`config.mk`:
```
export PLATFORM = sky130hd
export DESIGN_NAME = i2c_txn_arbiter_flat
export DESIGN_NICKNAME = d
export VERILOG_FILES = /design/src/rtl/i2c_arb_pkg.sv /design/src/rtl/i2c_txn_arbiter_if.sv /design/src/rtl/i2c_rr_pick.sv /design/src/rtl/i2c_txn_arbiter.sv /design/src/flat_wrapper.sv
export SDC_FILE = /design/constraint.sdc
export NUM_CORES = 1
export LEC_CHECK = 0
export CORE_MARGIN = 2
export CORE_UTILIZATION = 42
export CTS_BUF_LIST = sky130_fd_sc_hd__clkbuf_8 sky130_fd_sc_hd__clkbuf_16
export DETAILED_ROUTE_END_ITERATION = 16
export HOLD_SLACK_MARGIN = 0.02
export PLACE_DENSITY = 0.84
export SYNTH_ARGS = -nofsm -noshare
export SYNTH_HDL_FRONTEND = slang
export SYNTH_SLANG_ARGS = --single-unit
```
`constraint.sdc`:
```
create_clock -name clk -period 4.2 [get_ports clk]
set_input_delay 0.84 -clock clk [delete_from_list [all_inputs] [get_ports clk]]
set_output_delay 0.84 -clock clk [all_outputs]
set_load 0.1 [all_outputs]
```
`src/rtl/i2c_arb_pkg.sv`:
```
// Shared types for the I2C transaction arbiter: FSM states, the latched
// transaction descriptor and the watchdog width.
package i2c_arb_pkg;

    localparam int CNT_W = 12;

    typedef enum logic [2:0] {
        IDLE,
        GRANT,
        START,
        WAIT_BSY,
        RUN,
        CMPL
    } arb_state_t;

    typedef struct packed {
        logic [7:0]  addr;
        logic [23:0] data;
        logic [1:0]  nsend;
        logic [1:0]  nrecv;
    } i2c_desc_t;

    // A descriptor that neither sends nor receives would start an empty bus cycle.
    function automatic logic desc_legal(i2c_desc_t d);
        return (d.nsend != 2'd0) || (d.nrecv != 2'd0);
    endfunction

endpackage

```
`src/rtl/i2c_txn_arbiter_if.sv`:
```
// Requester-side and master-side signals of the arbiter bundled as one interface.
interface i2c_txn_arbiter_if #(
    parameter int NUM_REQ = 4
);
    logic [NUM_REQ-1:0]        req;
    logic [NUM_REQ-1:0][7:0]   req_addr;
    logic [NUM_REQ-1:0][23:0]  req_data;
    logic [NUM_REQ-1:0][1:0]   req_nsend;
    logic [NUM_REQ-1:0][1:0]   req_nrecv;
    logic [NUM_REQ-1:0]        gnt;
    logic [NUM_REQ-1:0]        done;
    logic [23:0]               rsp_data;
    logic                      rsp_err;
    logic                      m_start;
    logic [7:0]                m_addr;
    logic [23:0]               m_data;
    logic [1:0]                m_nsend;
    logic [1:0]                m_nrecv;
    logic                      m_busy;
    logic [23:0]               m_rdata;

    // Arbiter view.
    modport slave (
        input  req, req_addr, req_data, req_nsend, req_nrecv, m_busy, m_rdata,
        output gnt, done, rsp_data, rsp_err, m_start, m_addr, m_data, m_nsend, m_nrecv
    );

    // Requesters plus master engine view.
    modport master (
        output req, req_addr, req_data, req_nsend, req_nrecv, m_busy, m_rdata,
        input  gnt, done, rsp_data, rsp_err, m_start, m_addr, m_data, m_nsend, m_nrecv
    );
endinterface

```
`src/rtl/i2c_rr_pick.sv`:
```
// Combinational rotating-priority picker: the search begins one past the last winner.
module i2c_rr_pick #(
    parameter int NUM_REQ = 4,
    parameter int IDX_W   = $clog2(NUM_REQ)
) (
    input  logic [NUM_REQ-1:0] req_i,
    input  logic [IDX_W-1:0]   last_i,
    output logic [NUM_REQ-1:0] win_o,
    output logic [IDX_W-1:0]   idx_o
);

    logic             found;
    logic [IDX_W-1:0] cand;

    always_comb begin
        win_o = '0;
        idx_o = '0;
        found = 1'b0;
        cand  = '0;
        for (int k = 1; k <= NUM_REQ; k++) begin
            cand = IDX_W'((int'(last_i) + k) % NUM_REQ);
            if (!found && req_i[cand]) begin
                found       = 1'b1;
                win_o[cand] = 1'b1;
                idx_o       = cand;
            end
        end
    end

endmodule

```
`src/rtl/i2c_txn_arbiter.sv`:
```
// Round-robin arbiter sharing one I2C master engine between NUM_REQ requesters,
// with descriptor latching, a one-cycle start pulse and a completion watchdog.
module i2c_txn_arbiter
    import i2c_arb_pkg::*;
#(
    parameter int NUM_REQ = 4,
    parameter int TIMEOUT = 4095
) (
    input  logic             clk,
    input  logic             rst,
    i2c_txn_arbiter_if.slave bus
);

    localparam int               IDX_W = $clog2(NUM_REQ);
    localparam logic [CNT_W-1:0] TMO   = CNT_W'(TIMEOUT);

    arb_state_t         state_q;
    logic [IDX_W-1:0]   last_q;
    logic [IDX_W-1:0]   idx_q;
    logic [NUM_REQ-1:0] gnt_q;
    logic [NUM_REQ-1:0] done_q;
    i2c_desc_t          desc_q;
    logic               m_start_q;
    logic               rsp_err_q;
    logic [23:0]        rsp_data_q;
    logic [CNT_W-1:0]   cnt_q;
    logic [CNT_W-1:0]   cnt_d;

    logic [NUM_REQ-1:0] pick_win;
    logic [IDX_W-1:0]   pick_idx;
    i2c_desc_t          pick_desc;

    i2c_rr_pick #(
        .NUM_REQ (NUM_REQ),
        .IDX_W   (IDX_W)
    ) u_pick (
        .req_i  (bus.req),
        .last_i (last_q),
        .win_o  (pick_win),
        .idx_o  (pick_idx)
    );

    assign pick_desc = '{addr:  bus.req_addr[pick_idx],
                         data:  bus.req_data[pick_idx],
                         nsend: bus.req_nsend[pick_idx],
                         nrecv: bus.req_nrecv[pick_idx]};
    assign cnt_d = cnt_q + CNT_W'(1);

    always_ff @(posedge clk or posedge rst) begin
        if (rst) begin
            state_q    <= IDLE;
            last_q     <= IDX_W'(NUM_REQ - 1);
            idx_q      <= '0;
            gnt_q      <= '0;
            done_q     <= '0;
            desc_q     <= '0;
            m_start_q  <= 1'b0;
            rsp_err_q  <= 1'b0;
            rsp_data_q <= '0;
            cnt_q      <= '0;
        end else begin
            m_start_q <= 1'b0;
            done_q    <= '0;
            case (state_q)
                IDLE: begin
                    if (|bus.req) begin
                        gnt_q   <= pick_win;
                        idx_q   <= pick_idx;
                        desc_q  <= pick_desc;
                        state_q <= GRANT;
                    end
                end
                GRANT: begin
                    if (!desc_legal(desc_q)) begin
                        rsp_err_q <= 1'b1;
                        done_q    <= gnt_q;
                        state_q   <= CMPL;
                    end else begin
                        m_start_q <= 1'b1;
                        state_q   <= START;
                    end
                end
                START: begin
                    cnt_q   <= '0;
                    state_q <= WAIT_BSY;
                end
                WAIT_BSY: begin
                    if (cnt_q == TMO) begin
                        rsp_err_q <= 1'b1;
                        done_q    <= gnt_q;
                        state_q   <= CMPL;
                    end else begin
                        cnt_q <= cnt_d;
                        if (bus.m_busy) state_q <= RUN;
                    end
                end
                RUN: begin
                    // A completion seen on the watchdog's last cycle still counts as success.
                    if (!bus.m_busy) begin
                        rsp_data_q <= bus.m_rdata;
                        rsp_err_q  <= 1'b0;
                        done_q     <= gnt_q;
                        state_q    <= CMPL;
                    end else if (cnt_q == TMO) begin
                        rsp_err_q <= 1'b1;
                        done_q    <= gnt_q;
                        state_q   <= CMPL;
                    end else begin
                        cnt_q <= cnt_d;
                    end
                end
                CMPL: begin
                    last_q  <= idx_q;
                    gnt_q   <= '0;
                    state_q <= IDLE;
                end
                default: state_q <= IDLE;
            endcase
        end
    end

    assign bus.gnt      = gnt_q;
    assign bus.done     = done_q;
    assign bus.rsp_data = rsp_data_q;
    assign bus.rsp_err  = rsp_err_q;
    assign bus.m_start  = m_start_q;
    assign bus.m_addr   = desc_q.addr;
    assign bus.m_data   = desc_q.data;
    assign bus.m_nsend  = desc_q.nsend;
    assign bus.m_nrecv  = desc_q.nrecv;

endmodule

```
`src/flat_wrapper.sv`:
```
// flat-port wrapper written by rule: the top's interface ports become plain ports
module i2c_txn_arbiter_flat import i2c_arb_pkg::*;
#(
    parameter int NUM_REQ = 4,
    parameter int TIMEOUT = 4095
)
  (clk, rst, bus_req, bus_req_addr, bus_req_data, bus_req_nsend, bus_req_nrecv, bus_m_busy, bus_m_rdata, bus_gnt, bus_done, bus_rsp_data, bus_rsp_err, bus_m_start, bus_m_addr, bus_m_data, bus_m_nsend, bus_m_nrecv);
  i2c_txn_arbiter_if #(.NUM_REQ(NUM_REQ)) bus_i ();
  input  logic clk;
  input  logic rst;
  input wire logic [$bits(bus_i.req)-1:0] bus_req;
  input wire logic [$bits(bus_i.req_addr)-1:0] bus_req_addr;
  input wire logic [$bits(bus_i.req_data)-1:0] bus_req_data;
  input wire logic [$bits(bus_i.req_nsend)-1:0] bus_req_nsend;
  input wire logic [$bits(bus_i.req_nrecv)-1:0] bus_req_nrecv;
  input wire logic [$bits(bus_i.m_busy)-1:0] bus_m_busy;
  input wire logic [$bits(bus_i.m_rdata)-1:0] bus_m_rdata;
  output wire logic [$bits(bus_i.gnt)-1:0] bus_gnt;
  output wire logic [$bits(bus_i.done)-1:0] bus_done;
  output wire logic [$bits(bus_i.rsp_data)-1:0] bus_rsp_data;
  output wire logic [$bits(bus_i.rsp_err)-1:0] bus_rsp_err;
  output wire logic [$bits(bus_i.m_start)-1:0] bus_m_start;
  output wire logic [$bits(bus_i.m_addr)-1:0] bus_m_addr;
  output wire logic [$bits(bus_i.m_data)-1:0] bus_m_data;
  output wire logic [$bits(bus_i.m_nsend)-1:0] bus_m_nsend;
  output wire logic [$bits(bus_i.m_nrecv)-1:0] bus_m_nrecv;
  assign bus_i.req = bus_req;
  assign bus_i.req_addr = bus_req_addr;
  assign bus_i.req_data = bus_req_data;
  assign bus_i.req_nsend = bus_req_nsend;
  assign bus_i.req_nrecv = bus_req_nrecv;
  assign bus_i.m_busy = bus_m_busy;
  assign bus_i.m_rdata = bus_m_rdata;
  assign bus_gnt = bus_i.gnt;
  assign bus_done = bus_i.done;
  assign bus_rsp_data = bus_i.rsp_data;
  assign bus_rsp_err = bus_i.rsp_err;
  assign bus_m_start = bus_i.m_start;
  assign bus_m_addr = bus_i.m_addr;
  assign bus_m_data = bus_i.m_data;
  assign bus_m_nsend = bus_i.m_nsend;
  assign bus_m_nrecv = bus_i.m_nrecv;
  i2c_txn_arbiter #(.NUM_REQ(NUM_REQ), .TIMEOUT(TIMEOUT)) u_core (.clk(clk), .rst(rst), .bus(bus_i));
endmodule
```
==> results.sh <==
export IMPL_status="completed"
export IMPL_r2r_end="u_core.bus.m_data[3]"
export IMPL_ys_types=50
export IMPL_clk_insertion_delay_late_ns=0.33
export IMPL_clock_root_buffer="sky130_fd_sc_hd__clkbuf_16"
export IMPL_total_nets_after_synthesis=743
export IMPL_die_width_um=116
export IMPL_postSynthCellCount=559
export IMPL_endpoint_kind="flop"
export IMPL_synth_main_ff_cell="sky130_fd_sc_hd__dfrtp_1"
export IMPL_crit_path_start="u_core.last_q[0]"
export IMPL_grt_overflow_total=0
export IMPL_hold_viol=0
export IMPL_worst_endpoint_required_ns=4.43
export IMPL_first_global_vias=5366
export IMPL_initial_utilization_pct=42.5
export IMPL_globalRouteTotalUtil_pct=24.8
export IMPL_firstDrtPassIters=4
export IMPL_worst_slew_pin_slew_ns=1.07
export IMPL_die_area_um2=13500
export IMPL_min_period_ns=3.72
export IMPL_clock_sinks=89
export IMPL_finalWirelength_um=17100
export IMPL_first_iter_violations=349
export IMPL_regToRegStartpoint="u_core.last_q[0]"
export IMPL_hold_class="flop to flop"
export IMPL_synth_top_cells_by_area="sky130_fd_sc_hd__dfrtp_1, sky130_fd_sc_hd__a211oi_1, sky130_fd_sc_hd__and3_1"
export IMPL_clock_tree_from_tritoncts="done"
export IMPL_grt_setup_unrepaired="false"
export IMPL_hpwlAfterDp_um=13100
export IMPL_placement_io_buffers=244
export IMPL_r2r_slack_ns=0.48
export IMPL_remaining_drc_errors=0
export IMPL_area_delta_synth_final_pct=54.3
export IMPL_synth_common_cells="sky130_fd_sc_hd__dfrtp_1, sky130_fd_sc_hd__and3_1, sky130_fd_sc_hd__a211oi_1"
export IMPL_post_route_period_util_pct=88.6
export IMPL_startpoint_to_endpoint_class_of_the_critical_path="flop to flop"
export IMPL_cts_buffers=9
export IMPL_yosysSeqAreaShare_pct=42.1
export IMPL_worst_ep_arrival_time_ns=3.95
export IMPL_postSynthAreaPerCell_um2=9.47
export IMPL_yosys_warnings=0
export IMPL_vias_per_cell=5.59
export IMPL_synth_most_common_cell="sky130_fd_sc_hd__dfrtp_1"
export IMPL_clockBufferDepth=2
export IMPL_tns_ns=0
export IMPL_fmaxAchievable_mhz=269
export IMPL_ff2ff_path_depth=10
export IMPL_drt_antenna_violating_nets=0
export IMPL_clk_pin_slew_worst_paths_ns=0.06
export IMPL_htree_num_levels=3
export IMPL_synth_largest_area_cell="sky130_fd_sc_hd__dfrtp_1"
export IMPL_finish_net_count=957
export IMPL_async_reset_ff_share_pct=100
export IMPL_clock_skew_final_ns=0.00693
export IMPL_postSynthRegisterBits=89
export IMPL_routabilityCongestion=0.930
export IMPL_finalMaxSlewViolations=0
export IMPL_cts_setup_buffers=0
export IMPL_crit_path_start_kind="flop"
export IMPL_max_cap_viol_count=0
export IMPL_grt_first_pass_wirelength_um=26400
export IMPL_timing_final_setup_violations=0
export IMPL_fp_row_count=41
export IMPL_post_drt_wl_per_cell_um=18.0
export IMPL_placeableCoreArea_um2=12500
export IMPL_cts_repair_resized=0
export IMPL_grt_start_max_net_pins=73
export IMPL_vias=5328
export IMPL_synth_edff_count=0
export IMPL_dieHeight_um=116
export IMPL_synth_largest_type_area_fraction_pct=41.1
export IMPL_initial_antenna_violation_count=0
export IMPL_max_slew_margin_rel_pct=28.8
export IMPL_post_route_cells_drive_above_1_share_pct=8.87
export IMPL_boundaryPins=245
export IMPL_synth_area_um2=5290
export IMPL_post_cts_hold_buffers=0
export IMPL_worst_setup_path_endpoint="u_core.bus.m_data[3]"
export IMPL_critical_path_peak_fanout=31
## cells by family (layout without fill, tap and decap cells)
group	after synthesis	in the layout	share of synthesized area (%)
compound gates	172	172	23.8
xor+xnor	8	8	1.32
simple gates	189	189	18.6
buf+inv	60	279	4.59
other cells	0	3	0
fa+ha+maj	9	9	2.13
flops	89	89	42.1
mux	32	32	7.42
## state kept, by name, summed over array words and instances, names as in the netlist
register	count
u_core.bus.m_addr	8
u_core.state_q	3
u_core.last_q	2
u_core.bus.m_nsend	2
u_core.bus.rsp_data	24
u_core.bus.m_start	1
u_core.cnt_q	12
u_core.bus.m_nrecv	2
u_core.bus.done	4
u_core.bus.rsp_err	1
u_core.bus.m_data	24
u_core.bus.gnt	4
u_core.idx_q	2
## per-stage QoR
| step | cells | instance area, um^2 | hold slack, ns | setup WS [ns] | util (%) |
|---|---|---|---|---|---|
| floorplan | 559 | 5290 | 0.446 | 0.954 | - |
| global placement | 934 | 7870 | 0.458 | 0.522 | 63.1 |
| detailed placement | 934 | 7870 | 0.466 | 0.385 | 63.1 |
| CTS | 950 | 8160 | 0.481 | 0.518 | 65.5 |
| global route | 950 | 8160 | 0.504 | 0.286 | 65.5 |
| finish | 953 | 8170 | 0.478 | 0.480 | 65.5 |
## how the worst min path moves through the flow
| stage | startpoint | slack (ns) | cells after the start | end |
|---|---|---|---|---|
| floorplan | u_core.idx_q[0] | 0.45 | 2 | u_core.idx_q[0] |
| global placement | u_core.bus.m_data[11] | 0.46 | 2 | u_core.bus.m_data[11] |
| detailed placement | u_core.bus.m_data[18] | 0.47 | 2 | u_core.bus.m_data[18] |
| CTS | u_core.bus.m_data[18] | 0.48 | 2 | u_core.bus.m_data[18] |
| global route | u_core.bus.m_data[18] | 0.50 | 2 | u_core.bus.m_data[18] |
| finish | u_core.idx_q[1] | 0.48 | 2 | u_core.idx_q[1] |
## critical path, stage by stage (launching register included)
cell and delay (ns):
sky130_fd_sc_hd__dfstp_2 0.75, sky130_fd_sc_hd__inv_1 0.19, sky130_fd_sc_hd__ha_1 0.47, sky130_fd_sc_hd__mux4_2 0.36
sky130_fd_sc_hd__nor2b_1 0.15, sky130_fd_sc_hd__buf_4 0.16, sky130_fd_sc_hd__or3_2 0.48, sky130_fd_sc_hd__nand2_4 0.32
sky130_fd_sc_hd__buf_4 0.31, sky130_fd_sc_hd__a211oi_1 0.10, sky130_fd_sc_hd__o31ai_1 0.30
## area by class of cell
cell class / count / area [um^2]
Antenna cell: 3 / 7.51
Clock buffer: 9 / 225
Clock inverter: 7 / 63.8
Fill cell: 978 / 4300
Inverter: 7 / 27.5
Multi-Input combinational cell: 410 / 2830
Sequential cell: 89 / 2230
Tap cell: 172 / 215
Timing Repair Buffer: 256 / 2570
## cell usage in the layout (no fill, tap or decap), types with 2 or more instances in the layout
cell type	instances
sky130_fd_sc_hd__clkdlybuf4s50_1	244
sky130_fd_sc_hd__dfrtp_1	87
sky130_fd_sc_hd__and3_1	75
sky130_fd_sc_hd__a211oi_1	72
sky130_fd_sc_hd__nand2_1	53
sky130_fd_sc_hd__o31ai_1	38
sky130_fd_sc_hd__mux2_2	28
sky130_fd_sc_hd__nor2_1	24
sky130_fd_sc_hd__o21ai_0	19
sky130_fd_sc_hd__a21oi_1	10
sky130_fd_sc_hd__ha_1	9
sky130_fd_sc_hd__clkbuf_16	9
sky130_fd_sc_hd__buf_4	9
sky130_fd_sc_hd__inv_1	8
sky130_fd_sc_hd__xor2_1	8
sky130_fd_sc_hd__nand3_1	7
sky130_fd_sc_hd__nor3_1	6
sky130_fd_sc_hd__nor2b_1	5
sky130_fd_sc_hd__a22oi_1	4
sky130_fd_sc_hd__a221oi_1	4
sky130_fd_sc_hd__o2111ai_1	4
sky130_fd_sc_hd__diode_2	3
sky130_fd_sc_hd__mux4_2	3
sky130_fd_sc_hd__nand2b_1	3
sky130_fd_sc_hd__a31oi_1	3
sky130_fd_sc_hd__o211ai_1	3
sky130_fd_sc_hd__nor4_1	3
sky130_fd_sc_hd__clkinv_2	3
sky130_fd_sc_hd__buf_12	3
sky130_fd_sc_hd__or2_2	2
sky130_fd_sc_hd__and4_1	2
sky130_fd_sc_hd__nand4_1	2
sky130_fd_sc_hd__o21bai_1	2
sky130_fd_sc_hd__a221o_1	2
sky130_fd_sc_hd__dfstp_2	2
## routing by layer
metal	global-route usage, %	up-vias	part of all wire (%)
met5	0	-	0
met4	10.9	0	2.7
met3	5.40	31	7.7
met2	43.4	265	50
met1	29.4	2485	39
li1	-	2547	-
Power is left out: the tool's default activity adds up to more than one toggle a clock period on the data nets, which glitch-free logic cannot reach.
